**config.mk**
```make
export PLATFORM = sky130hd
export DESIGN_NAME = nic_fifo
export DESIGN_NICKNAME = d
export VERILOG_FILES = /design/src/rtl/nic_fifo.sv
export SDC_FILE = /design/constraint.sdc
export NUM_CORES = 1
export LEC_CHECK = 0
export ABC_AREA = 1
export CORE_MARGIN = 8
export CORE_UTILIZATION = 55
export CTS_CLUSTER_DIAMETER = 80
export DETAILED_ROUTE_END_ITERATION = 6
export GPL_TIMING_DRIVEN = 0
export PLACE_DENSITY = 0.81
export SYNTH_ARGS = -nofsm -noshare
export SYNTH_HDL_FRONTEND = slang
export SYNTH_SLANG_ARGS = --single-unit
```
**constraint.sdc**
```tcl
create_clock -name clk -period 6.1 [get_ports clk]
set_input_delay 0.915 -clock clk [delete_from_list [all_inputs] [get_ports clk]]
set_output_delay 0.915 -clock clk [all_outputs]
set_load 0.03 [all_outputs]
```
**src/rtl/nic_fifo.sv**
```systemverilog
// nic_fifo: CPU <-> mesh-router NIC with independent input and output packet FIFOs.
// Occupancy is counter-based, so an all-zero packet is an ordinary valid packet.
module nic_fifo #(
   parameter int PACKET_WIDTH = 64,
   parameter int IN_DEPTH     = 4,
   parameter int OUT_DEPTH    = 4
) (
   input  logic                    clk,
   input  logic                    reset,
   input  logic [1:0]              addr,
   input  logic [PACKET_WIDTH-1:0] d_in,
   output logic [PACKET_WIDTH-1:0] d_out,
   input  logic                    nicEn,
   input  logic                    nicEnWR,
   input  logic                    net_si,
   output logic                    net_ri,
   input  logic [PACKET_WIDTH-1:0] net_di,
   output logic                    net_so,
   input  logic                    net_ro,
   output logic [PACKET_WIDTH-1:0] net_do,
   input  logic                    net_polarity
);
   localparam int IAW = $clog2(IN_DEPTH);
   localparam int OAW = $clog2(OUT_DEPTH);
   localparam int ICW = IAW + 1;
   localparam int OCW = OAW + 1;
   localparam logic [IAW:0] IN_FULL  = ICW'(IN_DEPTH);
   localparam logic [OAW:0] OUT_FULL = OCW'(OUT_DEPTH);

   logic [PACKET_WIDTH-1:0] r_in_mem  [IN_DEPTH];
   logic [PACKET_WIDTH-1:0] r_out_mem [OUT_DEPTH];
   logic [IAW-1:0]          r_in_wp, r_in_rp;
   logic [OAW-1:0]          r_out_wp, r_out_rp;
   logic [IAW:0]            r_in_cnt;
   logic [OAW:0]            r_out_cnt;
   logic                    r_in_udf, r_out_ovf;

   logic                    w_rd, w_wr, w_in_push, w_in_pop, w_out_push, w_out_pop;
   logic [IAW:0]            w_in_cnt_nxt;
   logic [PACKET_WIDTH-1:0] w_rd_data;

   assign w_rd         = nicEn & ~nicEnWR;
   assign w_wr         = nicEn & nicEnWR & (addr == 2'b10);
   assign w_in_push    = net_si & net_ri;
   assign w_in_pop     = w_rd & (addr == 2'b00) & (r_in_cnt != '0);
   // Full check uses the pre-edge count, so a same-cycle send never frees room for a write
   assign w_out_push   = w_wr & (r_out_cnt != OUT_FULL);
   assign w_out_pop    = (r_out_cnt != '0) & net_ro & net_polarity;
   assign w_in_cnt_nxt = r_in_cnt + ICW'(w_in_push) - ICW'(w_in_pop);

   always_comb
      w_rd_data = (addr == 2'b00) ? ((r_in_cnt != '0) ? r_in_mem[r_in_rp] : '0) :
                  (addr == 2'b01) ? PACKET_WIDTH'({r_in_udf, r_in_cnt, r_in_cnt != '0}) :
                  (addr == 2'b10) ? '0 :
                                    PACKET_WIDTH'({r_out_ovf, r_out_cnt, r_out_cnt == OUT_FULL});

   always_ff @(posedge clk) begin
      if (w_in_push) r_in_mem[r_in_wp] <= net_di;
      if (w_out_push) r_out_mem[r_out_wp] <= d_in;
   end

   always_ff @(posedge clk or posedge reset) begin
      if (reset) begin
         r_in_wp   <= '0;
         r_in_rp   <= '0;
         r_in_cnt  <= '0;
         r_out_wp  <= '0;
         r_out_rp  <= '0;
         r_out_cnt <= '0;
         r_in_udf  <= 1'b0;
         r_out_ovf <= 1'b0;
         d_out     <= '0;
         net_do    <= '0;
         net_so    <= 1'b0;
         net_ri    <= 1'b1;
      end else begin
         r_in_wp   <= r_in_wp + IAW'(w_in_push);
         r_in_rp   <= r_in_rp + IAW'(w_in_pop);
         r_in_cnt  <= w_in_cnt_nxt;
         net_ri    <= w_in_cnt_nxt < IN_FULL;
         r_out_wp  <= r_out_wp + OAW'(w_out_push);
         r_out_rp  <= r_out_rp + OAW'(w_out_pop);
         r_out_cnt <= r_out_cnt + OCW'(w_out_push) - OCW'(w_out_pop);
         r_in_udf  <= (w_rd & (addr == 2'b01)) ? 1'b0 :
                      (w_rd & (addr == 2'b00) & (r_in_cnt == '0)) ? 1'b1 : r_in_udf;
         r_out_ovf <= (w_rd & (addr == 2'b11)) ? 1'b0 :
                      (w_wr & (r_out_cnt == OUT_FULL)) ? 1'b1 : r_out_ovf;
         if (w_rd) d_out <= w_rd_data;
         net_so    <= w_out_pop;
         if (w_out_pop) net_do <= r_out_mem[r_out_rp];
      end
   end
endmodule

```
==> results of run 1 <==
==> metrics by stage <==
stage          hold WS, ns  cell area, um^2   TNS, ns  worst slack, ns  total power, mW
2_1_floorplan        0.466            24900    -38.57           -0.151             8.73
3_3_place_gp         0.461            28300  -2241.10            -4.43             10.4
3_5_place_dp         0.464            29000         0             2.51             10.6
4_1_cts              0.480            31300         0             3.12             14.8
5_1_grt              0.493            31300         0             2.89             15.4
6_report             0.477            31300         0             3.13             14.8
==> cells in the mapped netlist, drive strengths merged <==
cell type / instances / area [um^2]
nand2: 597 / 2250
edfxtp: 512 / 15400
o21ai: 191 / 956
nor2: 147 / 559
dfrtp: 145 / 3630
nand3: 133 / 671
buf: 78 / 487
o22ai: 64 / 400
inv: 44 / 168
clkbuf: 33 / 124
nor3: 11 / 60.1
xor2: 8 / 70.1
a21oi: 6 / 30.0
ha: 4 / 50.1
fa: 2 / 40.0
clkinv: 1 / 3.75
dfstp: 1 / 26.3
nand4: 1 / 6.26
xnor2: 1 / 8.76
==> tightest hold or removal path: stages (launching register included) <==
cell and delay, ns:
dfrtp_1 0.34, nand2_1 0.05, nand2_1 0.05
==> cell families after synthesis <==
logic type	Yosys count
and+or+nand+nor	889
DFF	658
AOI/OAI and AO/OA	261
buffers and inverters	156
xor gates and xnor gates	9
adders and majority gates	6
==> worst paths after layout <==
kind,start,endpoint
worst min-delay path,net_do[30],net_do[30]
worst max-delay path,addr[1],r_out_mem[2][16]
worst max register to register,net_ri,r_in_mem[3][59]
min in group asynchronous,reset,net_do[42]
max in group asynchronous,reset,d_out[51]
worst min register to register,net_do[30],net_do[30]
==> report_power, final <==
part / total, mW / switching [mW] / internal [mW]
logic: 4.76 / 3.12 / 1.64
clock network: 4.15 / 1.68 / 2.46
registers: 5.85 / 0.334 / 5.51
==> cell type report <==
type | count | area, um^2
antenna | 4 | 10.0
buffer | 111 | 611
clock buffer | 94 | 1920
clock inverter | 28 | 305
fill | 2949 | 13800
inverter | 45 | 179
multi-input combinational | 1165 | 5140
sequential | 658 | 19000
tap | 600 | 751
timing repair buffer | 322 | 3330
==> state kept, by name (all words and copies together), names as in the netlist <==
signal / count
r_in_udf: 1
r_out_mem: 256
r_out_cnt: 3
r_out_ovf: 1
net_so: 1
r_out_wp: 2
r_in_wp: 2
net_do: 64
r_out_rp: 2
d_out: 64
r_in_cnt: 3
r_in_rp: 2
r_in_mem: 256
net_ri: 1
==> layer usage <==
layer  up-vias  GRT usage  share of wire
li1       7661          -              -
met1      8343      0.279           0.37
met2       868      0.428           0.52
met3       139     0.0593          0.086
met4        10     0.0909          0.025
met5         -          0         0.0011
==> flow_summary.ini, run 1 <==
[worst_setup_path]
path_cells = clkdlybuf4s50_1, inv_1, nor3_1, nand2_1, nor3_2, buf_6, buf_6, buf_6
rrSetupSlack_ns = 3.64
cp_top_family = buffers and inverters
r2r_cells = 5
worst_setup_path_end_kind = flip-flop
crit_type = input port to flip-flop
start_kind = input port
worst_ep_required_time_ns = 6.40
cpPeakStageDelay_ns = 0.63
crit_top_cell = buf_6
cp.depth = 8
arrival_ns = 3.27
crit_fanout = 9
slowest_stage = nor3_2
cp.buffers_inverters = 5

[route]
vias_per_cell = 5.62
detail_route.wl_per_cell_um = 21.3
firstDrtPassIters = 7
ant_nets = 0
drt_iter0_markers = 1840
route.detailed.drc = 2
drt-total-wl_um = 64400
dr_total_vias = 17021

[yosys]
synth_fa_ha_area_frac = 0.00362
synthDistinctLibCells = 30
synth_compound_area_frac = 0.0557
yosys.area_share.simple = 0.142
ys_warn_count = 0
synthMuxAreaShare = 0
synth_seq_cells = 658
synth_top_family_by_area = simple AND/OR/NAND/NOR gates
syn_area_per_cell_um2 = 12.6
syn_area_um2 = 24900
ys_seq_area_frac = 0.764
synth_fp_nets = 2122
syn_inst = 1979
synthXorXnorAreaFrac = 0.00316

[floorplanning]
row_count = 78
die_area_um2 = 52400
io_pins = 267
die_w_um = 229
start_util = 0.552
design.core.area_um2 = 45100
dieHeight_um = 229

[timing]
finalHoldViolCount = 0
slew_viol_final = 0
min_period_ns = 2.97
rsz0062_at_grt = no
fmax_mhz = 337
slew_headroom = 0.339
setup_viol = 0
fin_skew_ns = 0.0194
tightest_slew_ns = 0.986
finalCritPeriodShare = 0.486

[global_routing]
grt_max_degree = 80
grt-ovfl-total = 0
antenna_found_initial = 5
grt.total_usage = 0.241
grt_pass1_vias = 17862
grt_pass1_wl_um = 99300

[clocking]
h-tree-depth = 3
tritoncts = yes
clock_latency_ns = 0.60
cts_max_path_buffers = 3
cts_buffers = 67
path_clk_slew_ns = 0.06
cts_sinks = 658
cts_hold_buf = 0
cts_resized = 0
clock_tree.root_cell = clkbuf_16
cts_setup_buffers = 0

[status]
violations = DRC
status = complete, but fails checks

[min_path]
worstHoldPathCells = 2
hold_path_class = flip-flop to flip-flop

[final_layout]
drive_above_1_share = 0.103
final_cells = 3027
fin_nets = 2513
area_growth_pct = 25.6
layout_commonest_cell = nand2_1
final_util = 0.694
layout.cells.most_common_list = nand2_1, edfxtp_1, clkdlybuf4s50_1

[job]
cap_violations = 0

[placement]
placed_cells = 2901
routabilityCongestion = 0.795
hpwl_um = 43100
numPortBuffers = 266

[power_and_ir_drop]
powerDensity_nw_per_um2 = 472
leakagePower_nw = 12.0
irDropWorstVdd_uv = 410
Note: power is estimated with default switching activity, not from simulation.
==> run 2: changes to the inputs <==
clock period = 3 ns   (was 6.1 ns; I/O delays follow)
==> flow_summary.ini, run 2 (synthesis gave the netlist of run 1 again) <==
[route]
route.detailed.drc = 0
detail_route.wl_per_cell_um = 21.1
dr_total_vias = 16917
vias_per_cell = 5.62
drt-total-wl_um = 63600
ant_nets = 0
drt_iter0_markers = 1690
firstDrtPassIters = 6

[global_routing]
gr-usage-met1 = 0.284
grt_max_degree = 39
grt_pass1_wl_um = 97100
grt-ovfl-total = 0
grt.total_usage = 0.236
grt_pass1_vias = 17515
antenna_found_initial = 10
grt_use_met3 = 0.0587
top_usage_layer = met2
grt_util_met2 = 0.406

[final_layout]
final_util = 0.699
final_cells = 3008
fin_nets = 2492
layout_commonest_cell = nand2_1
area_growth_pct = 26.5
largestRegisters = r_in_mem: 256 flops, r_out_mem: 256 flops
layout.cells.most_common_list = nand2_1, edfxtp_1, clkdlybuf4s50_1
fillCellCount = 2909
drive_above_1_share = 0.0962

[power_and_ir_drop]
swShare = 0.348
irDropWorstVdd_uv = 666
pwr-share-seq = 0.396
powerDensity_nw_per_um2 = 953
p_comb_frac = 0.328
p_clk_frac = 0.276
leakagePower_nw = 12.0
power_switching_mw = 10.5
p_int_mw = 19.6

[timing]
tightest_slew_ns = 0.912
fin_skew_ns = 0.0168
min_period_ns = 2.57
setup_tns_ns = 0
slew_headroom = 0.390
finalCritPeriodShare = 0.857
slew_viol_final = 0
finalWorstSetupSlack_ns = 0.429
finalHoldViolCount = 0
setup_viol = 0
hold_slack_ns = 0.177
fmax_mhz = 389
rsz0062_at_grt = no

[floorplanning]
die_w_um = 229
die_area_um2 = 52400
dieHeight_um = 229
io_pins = 267
design.core.area_um2 = 45100
start_util = 0.552
row_count = 78

[worst_setup_path]
crit_type = flip-flop to flip-flop
start_kind = flip-flop
crit_fanout = 16
worst_setup_path_end_kind = flip-flop
arrival_ns = 2.87
worst_ep_required_time_ns = 3.30

[clocking]
tritoncts = yes
path_clk_slew_ns = 0.06
cts_buffers = 66
clock_tree.root_cell = clkbuf_16
cts_setup_buffers = 0
cts_sinks = 658
cts_resized = 0
h-tree-depth = 3
cts_max_path_buffers = 3
clock_latency_ns = 0.59
cts_hold_buf = 0

[placement]
numPortBuffers = 266
placed_cells = 2881
routabilityCongestion = 0.787
post-place-ws_ns = -0.118
hpwl_um = 41400

[status]
status = complete, no violations

[min_path]
hold_path_class = input port to asynchronous set/reset pin

[job]
cap_violations = 0
## run 2: cell count changes in the layout (fill, tap and decap cells not counted), sizes merged
cell | before | now
bufinv | 6 | 4
inv | 48 | 43
clkbuf | 127 | 132
clkinv | 17 | 13
diode | 4 | 6
clkinvlp | 2 | 7
buf | 134 | 114
## run 2: worst paths after layout
check,cells after the start,start,slack [ns],end
worst min-delay path,2,reset,0.18,d_out[12]
worst min register to register,2,net_do[11],0.48,net_do[11]
min in group clk,2,net_do[11],0.48,net_do[11]
worst max-delay path,6,net_ri,0.43,r_in_mem[0][56]
worst max register to register,6,net_ri,0.43,r_in_mem[0][56]
max in group asynchronous,4,reset,2.04,net_do[6]
## run 2: metrics by stage
step                      instance area, um^2  total power [mW]
after floorplan                         25000              17.7
after global placement                  28400              21.2
after detailed placement                29300              21.7
after CTS                               31500              30.2
after global routing                    31500              31.4
final                                   31500              30.0
## run 2: critical path: stages (launching register included)
cell and delay (ns):
dfstp_2 0.57, nand2_1 0.25, nor3_4 0.70, buf_16 0.24, buf_16 0.17, buf_16 0.16
buf_16 0.17
## run 2: final cells by class
| cell class | count | area (um^2) | area share |
|---|---|---|---|
| diodes | 6 | 15.0 | 0.000477 |
| plain buffers | 111 | 611 | 0.0194 |
| clock buffers | 99 | 1980 | 0.0630 |
| clock inverters | 22 | 226 | 0.00719 |
| inverters | 45 | 175 | 0.00556 |
| multi-input cells | 1165 | 5190 | 0.165 |
| flip-flops and latches | 658 | 19000 | 0.604 |
| well taps | 600 | 751 | 0.0238 |
| repair buffers | 302 | 3520 | 0.112 |
## run 2: layer usage
metal	part of all wire	up-vias
met5	0.0011	-
met1	0.37	8258
li1	-	7641
met2	0.50	880
met4	0.028	10
met3	0.094	128
## run 2: power by group through the flow
stage	registers [mW]	clock network [mW]	logic [mW]
after global routing	12.0	8.77	10.6
after global placement	12.0	0	9.12
final	11.9	8.29	9.84
after detailed placement	12.0	0	9.70
after floorplan	13.1	0	4.60
after CTS	11.9	8.41	9.86
